$ cat src/rtl/fpu_mul_arbiter.sv
// Round-robin front end that shares one pipelined FPU multiplier among NUM_REQ requesters
// and routes each product back to its owner through a latency-matched tag pipeline.
module fpu_mul_arbiter #(
   parameter int NUM_REQ = 4,
   parameter int DATA_W  = 32,
   parameter int MUL_LAT = 3,
   parameter int ID_W    = $clog2(NUM_REQ)
) (
   input  logic                      i_clk,
   input  logic                      i_rst_n,
   input  logic                      i_enable,
   input  logic [NUM_REQ-1:0]        i_req_valid,
   input  logic [NUM_REQ*DATA_W-1:0] i_req_a,
   input  logic [NUM_REQ*DATA_W-1:0] i_req_b,
   output logic [NUM_REQ-1:0]        o_req_ready,
   output logic                      o_mul_valid,
   output logic [DATA_W-1:0]         o_mul_a,
   output logic [DATA_W-1:0]         o_mul_b,
   input  logic [DATA_W-1:0]         i_mul_result,
   output logic [NUM_REQ-1:0]        o_rsp_valid,
   output logic [DATA_W-1:0]         o_rsp_data,
   output logic                      o_busy
);

   logic [NUM_REQ-1:0] grant;
   logic [ID_W-1:0]    grant_id;
   logic [ID_W-1:0]    ptr;
   logic [ID_W-1:0]    ptr_next;
   logic [ID_W-1:0]    idx;
   logic               found;
   int                 sum;
   logic [DATA_W-1:0]  sel_a;
   logic [DATA_W-1:0]  sel_b;

   logic               vld_p0;
   logic [ID_W-1:0]    id_p0;
   logic [DATA_W-1:0]  mul_a_p0;
   logic [DATA_W-1:0]  mul_b_p0;

   logic [MUL_LAT:1]   tag_vld;
   logic [ID_W-1:0]    tag_id [1:MUL_LAT];

   logic [NUM_REQ-1:0] rsp_valid;
   logic [DATA_W-1:0]  rsp_data;

   // Search from the pointer, wrapping modulo NUM_REQ (which need not be a power of two)
   always_comb begin
      grant    = '0;
      grant_id = '0;
      found    = 1'b0;
      idx      = '0;
      sum      = 0;
      for (int i = 0; i < NUM_REQ; i++) begin
         sum = int'(ptr) + i;
         if (sum >= NUM_REQ) sum = sum - NUM_REQ;
         idx = ID_W'(sum);
         if (i_enable && !found && i_req_valid[idx]) begin
            found       = 1'b1;
            grant[idx]  = 1'b1;
            grant_id    = idx;
         end
      end
   end

   always_comb begin
      sel_a = '0;
      sel_b = '0;
      for (int k = 0; k < NUM_REQ; k++) begin
         if (grant[k]) begin
            sel_a = i_req_a[k*DATA_W +: DATA_W];
            sel_b = i_req_b[k*DATA_W +: DATA_W];
         end
      end
   end

   assign ptr_next    = (grant_id == ID_W'(NUM_REQ-1)) ? '0 : grant_id + 1'b1;
   assign o_req_ready = grant;

   // Stage p0: issue register feeding the multiplier
   always_ff @(posedge i_clk or negedge i_rst_n) begin
      if (!i_rst_n) begin
         vld_p0   <= 1'b0;
         ptr      <= '0;
         mul_a_p0 <= '0;
         mul_b_p0 <= '0;
      end else begin
         vld_p0 <= |grant;
         if (|grant) begin
            ptr      <= ptr_next;
            mul_a_p0 <= sel_a;
            mul_b_p0 <= sel_b;
         end
      end
   end

   always_ff @(posedge i_clk) begin
      if (|grant) id_p0 <= grant_id;
   end

   assign o_mul_valid = vld_p0;
   assign o_mul_a     = mul_a_p0;
   assign o_mul_b     = mul_b_p0;

   // Tag pipeline: stage MUL_LAT lines up with the product on i_mul_result
   always_ff @(posedge i_clk or negedge i_rst_n) begin
      if (!i_rst_n) begin
         tag_vld <= '0;
      end else begin
         tag_vld[1] <= vld_p0;
         for (int s = 2; s <= MUL_LAT; s++) tag_vld[s] <= tag_vld[s-1];
      end
   end

   always_ff @(posedge i_clk) begin
      tag_id[1] <= id_p0;
      for (int s = 2; s <= MUL_LAT; s++) tag_id[s] <= tag_id[s-1];
   end

   // Response stage: one-cycle strobe to the owner, data bus holds between products
   always_ff @(posedge i_clk or negedge i_rst_n) begin
      if (!i_rst_n) begin
         rsp_valid <= '0;
         rsp_data  <= '0;
      end else begin
         rsp_valid <= tag_vld[MUL_LAT] ? (NUM_REQ'(1) << tag_id[MUL_LAT]) : '0;
         if (tag_vld[MUL_LAT]) rsp_data <= i_mul_result;
      end
   end

   assign o_rsp_valid = rsp_valid;
   assign o_rsp_data  = rsp_data;
   assign o_busy      = vld_p0 | (|tag_vld) | (|rsp_valid);

endmodule
$ cat config.mk
export PLATFORM = sky130hd
export DESIGN_NAME = fpu_mul_arbiter
export DESIGN_NICKNAME = d
export VERILOG_FILES = /design/src/rtl/fpu_mul_arbiter.sv
export SDC_FILE = /design/constraint.sdc
export NUM_CORES = 1
export LEC_CHECK = 0
export ABC_AREA = 0
export CAP_MARGIN = 20
export CORE_AREA = 2 2 156 158
export DETAILED_ROUTE_END_ITERATION = 7
export DIE_AREA = 0 0 158 160
export GPL_TIMING_DRIVEN = 0
export PLACE_DENSITY_LB_ADDON = 0.08
export SYNTH_ARGS = -nofsm -noshare
export SYNTH_HDL_FRONTEND = slang
export SYNTH_SLANG_ARGS = --single-unit
$ cat constraint.sdc
create_clock -name i_clk -period 4.55 [get_ports i_clk]
set_clock_uncertainty 0.2 [all_clocks]
set_input_delay 0.6825 -clock i_clk [delete_from_list [all_inputs] [get_ports i_clk]]
set_output_delay 0.6825 -clock i_clk [all_outputs]
set_load 0.05 [all_outputs]
# Word level (Yosys, flattened, before mapping)
# Memory sizes are Yosys's and may differ from the RTL's.
# Index checks and enable logic that the tools add are counted.
[totals] elab_cells=94 ramBits=6 out_inout_bits=106 in_bits=295 n_memories=1 ff_bits=108
[mem_list] name="tag_id" depth=3 width=2 rd=3 rd_ports_with_merged_regs=0 write_ports=3 line="41" source="logic [ID_W-1:0] tag_id [1:MUL_LAT];"
[classes] n_addsub=8 n_lt_le_gt_ge=12 n_reduce_logical=17 n_shift=1 n_eq_ne=1 n_bitwise=5 n_mux=41
[ops] cell="$mux 32" count=8
[ops] cell="$mux 4" count=5
[ops] cell="$mux 2" count=9
[ops] cell="$lt 2x3->1 const B" count=4
[ops] cell="$or 4x4->4" count=3
[ops] cell="$logic_and 1x1->1" count=11
[ops] cell="$mux 1" count=11
[ops] cell="$ge 3x3->1 const B" count=3
[ops] cell="$bmux 1 s2" count=4
[ops] cell="$demux 1 s2" count=4
[ops] cell="$ge 2x1->1 const B" count=4
[ops] cell="$reduce_or 4->1" count=2
[ops] cell="$sub 2x1->2 const B" count=4
[ops] cell="$add 2x2->3 const B" count=2
[ops] cell="$shl 1x2->4 const A" count=1
[ops] cell="$add 2x1->3 const B" count=1
[ops] cell="$ge 2x3->1 const B" count=1
[ops] cell="$logic_not 1->1" count=3
[ops] cell="$reduce_or 3->1" count=1
[ops] cell="$add 2x1->2 const B" count=1
[ops] cell="$eq 2x2->1 const B" count=1
[ops] cell="$or 1x1->1" count=2

# Depth between registers and ports, before layout
[logic_depth] ltp_word=22 depth_mapped=13

# Worst setup path after synthesis
# No wires, ideal clock.
[synth_path] kind="reg-to-output" start="register with a tool-made name" end="output o_req_ready[2]" required_ns=3.668 path_buffers=2 path_slack_ns=0.981 t_arrival_ns=2.687 path_stages_with_launch=10 path_cell_list="dfrtp_1 buf_2 inv_1 ha_1 or3_1 a21oi_1 o21ai_1 a41o_1 inv_2 clkbuf_1"
[synth_rtl] element="to (decl)" line="15" source="output logic [NUM_REQ-1:0] o_req_ready,"

==> qor.yml <==
run_status:
  outcome: "finished clean"
sta:
  holdWs_ns: 0.1257
  period_minus_slack_ns: 4.327
  rsz0062_at_grt: "no"
  finalMaxSlewViolations: 0
  setup_violations: 0
  setup_tns_ns: 0
  worstMarginPinSlew_ns: 0.7350
  finalCritPeriodShare_pct: 95.10
  relSlewSlack_pct: 50.38
  max_freq_ghz: 0.2311
  hold_violations: 0
worst_setup_path:
  required_ns: 3.67
  rrSetupSlack_ns: 0.40
  cp.arrival_ns: 3.44
  critPathKind: "reg2out"
  endpoint_kind: "output port"
  reg2reg_to: "o_mul_b[8]"
  start_kind: "flop"
  reg2reg_depth: 12
  cp_max_fo: 10
drt:
  routed_wl_microns: 28250
  num_vias: 6427
  drc: 0
  drtIter0Drc: 312
  drt.antenna.violating_nets: 0
  avgRoutedWirePerCell_microns: 21.73
  vias_per_cell: 4.944
  firstDrtPassIters: 5
global_route:
  grt-busiest-layer: "met2"
  antenna_found_initial: 4
  grt_pass1_vias: 6539
  grtUsageTotal_pct: 21.71
  grt_use_met3_pct: 6.839
  gr-usage-met1_pct: 25.93
  grt_max_degree: 64
  grt_first_pass_wirelength_microns: 40610
  gr-total-overflow: 0
  grt_use_met2_pct: 37.15
cells_and_area:
  final_nets: 1262
  final_area_sq_mm: 0.01096
  fillers: 2341
  utilization_pct: 46.00
  syn_to_final_growth_pct: 86.96
  final_common_cell: "clkdlybuf4s50_1"
  drive_gt1_share_pct: 10.99
  final_cell_mix: "clkdlybuf4s50_1 (393), dfrtp_1 (105), nor2_1 (69)"
run:
  maxCapViolCount: 0
place:
  port-buffer-count: 398
  dpl_cell_area_sq_mm: 0.01028
  dp_hpwl_microns: 21450
  finalWeightedCongestion: 0.8436
worst_hold_path:
  whs_path_depth: 0
  hp-start: "tag_id[0][5]"
  hp-class: "reg2reg"
  whs_endpoint: "tag_id[0][7]"
yosys:
  yosysSeqAreaShare_pct: 48.33
  syn_nets: 844
  synth_edf_count: 2
  synth_area_per_cell_sq_um: 10.79
  synth-main-ff-cell: "dfrtp_1"
  ys_ff_latch: 114
  syn_area_sq_mm: 0.005861
  yosysWarnings: 0
  async_reset_ff_share_pct: 92.98
  synth_cell_types: 48
  syn_inst: 543
power:
  power.density_mw_per_mm2: 793.4
  leakagePower_uw: 0.004265
  peakVddDrop_uv: 283.4
  finalPower_uw: 8693
cts:
  cts_max_level: 4
  postCtsSetupBuffers: 0
  clock-root-buffer: "clkbuf_16"
  cts_max_path_buffers: 2
  clkTransAtPathRegs_ns: 0.06
  cts_tree: "built"
  numClockSinks: 114
  cts-buffers-inserted: 17
  clkLatencyLatePin_ns: 0.41
floorplan:
  dieArea_sq_mm: 0.02528
  coreArea_sq_mm: 0.02382
  fp.dieH_microns: 160
  ios: 401
  start_util_pct: 24.60
  die_x_microns: 158
  fp-row-count: 57
state kept, by name (all words and copies together) (netlist names), named ones only:
name / count
o_mul_b: 32
o_rsp_data: 32
ptr: 1
id_p0: 2
o_rsp_valid: 4
tag_id: 6
o_mul_a: 32
o_mul_valid: 1
tag_vld: 3
kinds of logic (layout without fill, tap and decap cells):
logic type	after synthesis	count (layout)	share of synthesized area, %
AND/OR/NAND/NOR	106	106	8.198
other	0	2	0
multiplexers	34	34	6.917
flip-flops	114	114	48.33
adder cells (fa/ha/maj)	6	6	1.281
XOR/XNOR	2	2	0.2989
AO/OA/AOI/OAI	216	216	29.55
buffers and inverters	65	496	5.423
cell type report:
cell class	count	area, sq um	share of cell area, %
antenna	2	5.005	0.04568
buffer	55	282.8	2.581
clock buffer	18	429.2	3.917
clock inverter	14	227.7	2.078
inverter	9	33.78	0.3083
multi-input combinational	364	2710	24.73
sequential	114	2834	25.86
tap	324	405.4	3.700
timing repair buffer	400	4029	36.77
synth_stat cells, drive strengths merged, types with 3 or more instances:
| library cell | number | area share, % |
|---|---|---|
| o31ai | 65 | 8.3 |
| ha | 6 | 1.3 |
| nand3b | 3 | 0.38 |
| a221oi | 65 | 9.7 |
| inv | 9 | 0.58 |
| nor2 | 69 | 4.4 |
| a22oi | 64 | 8.2 |
| dfrtp | 106 | 45 |
| dfxtp | 6 | 2.0 |
| clkbuf | 29 | 1.9 |
| o21ai | 6 | 0.51 |
| nand2 | 13 | 0.83 |
| nor4 | 4 | 0.68 |
| buf | 27 | 3.0 |
| mux2 | 32 | 6.1 |
| a31oi | 3 | 0.58 |
worst max-delay path by stage:
stage,startpoint,to,slack (ns),cells past startpoint
2_1_floorplan,flop,o_req_ready[2],0.98,9
3_3_place_gp,i_rst_n,o_mul_a[25],-2.10,1
3_5_place_dp,i_req_valid[2],o_req_ready[1],-0.29,7
4_1_cts,flop,o_req_ready[0],0.04,7
5_1_grt,flop,o_req_ready[1],0.04,9
6_report,flop,o_req_ready[1],0.22,9
power breakdown:
part | total, uW | switching (uW) | leakage, uW | internal (uW)
clock | 1530 | 544 | 0.000315 | 981
combinational | 5430 | 3450 | 0.00255 | 1980
sequential | 1740 | 249 | 0.00140 | 1490
metal layers:
metal	vias up	wire [microns]	share of wire, %
met1	3077	11260	40
met3	31	2760	9.8
li1	2996	-	-
met2	319	13680	48
met5	-	27	0.096
met4	4	520	1.8
timing repair:
| action | 4_1_cts | 5_1_grt |
|---|---|---|
| endpoints found under the setup margin | 3 | 3 |
| hold endpoints to repair | 3 | 0 |
| hold buffers | 1 | 0 |
| gates cloned | 0 | 0 |
| gates resized for setup | 10 | 4 |
worst max-delay path: stages (launching register included):
cell and delay [ns]:
dfrtp_2 0.45, buf_2 0.23, inv_1 0.15, ha_1 0.38
or3_1 0.40, a21oi_1 0.26, o21ai_1 0.16, a31oi_4 0.30
clkbuf_2 0.29, clkdlybuf4s15_2 0.41
per-stage QoR:
| step | setup slack, ns | std cells |
|---|---|---|
| 3_5_place_dp | -0.2906 | 1266 |
| 6_report | 0.2230 | 1300 |
| 2_1_floorplan | 0.9810 | 543 |
| 5_1_grt | 0.04037 | 1300 |
| 3_3_place_gp | -2.100 | 1265 |
| 4_1_cts | 0.03906 | 1298 |
Note: power is estimated with default switching activity, not from simulation.
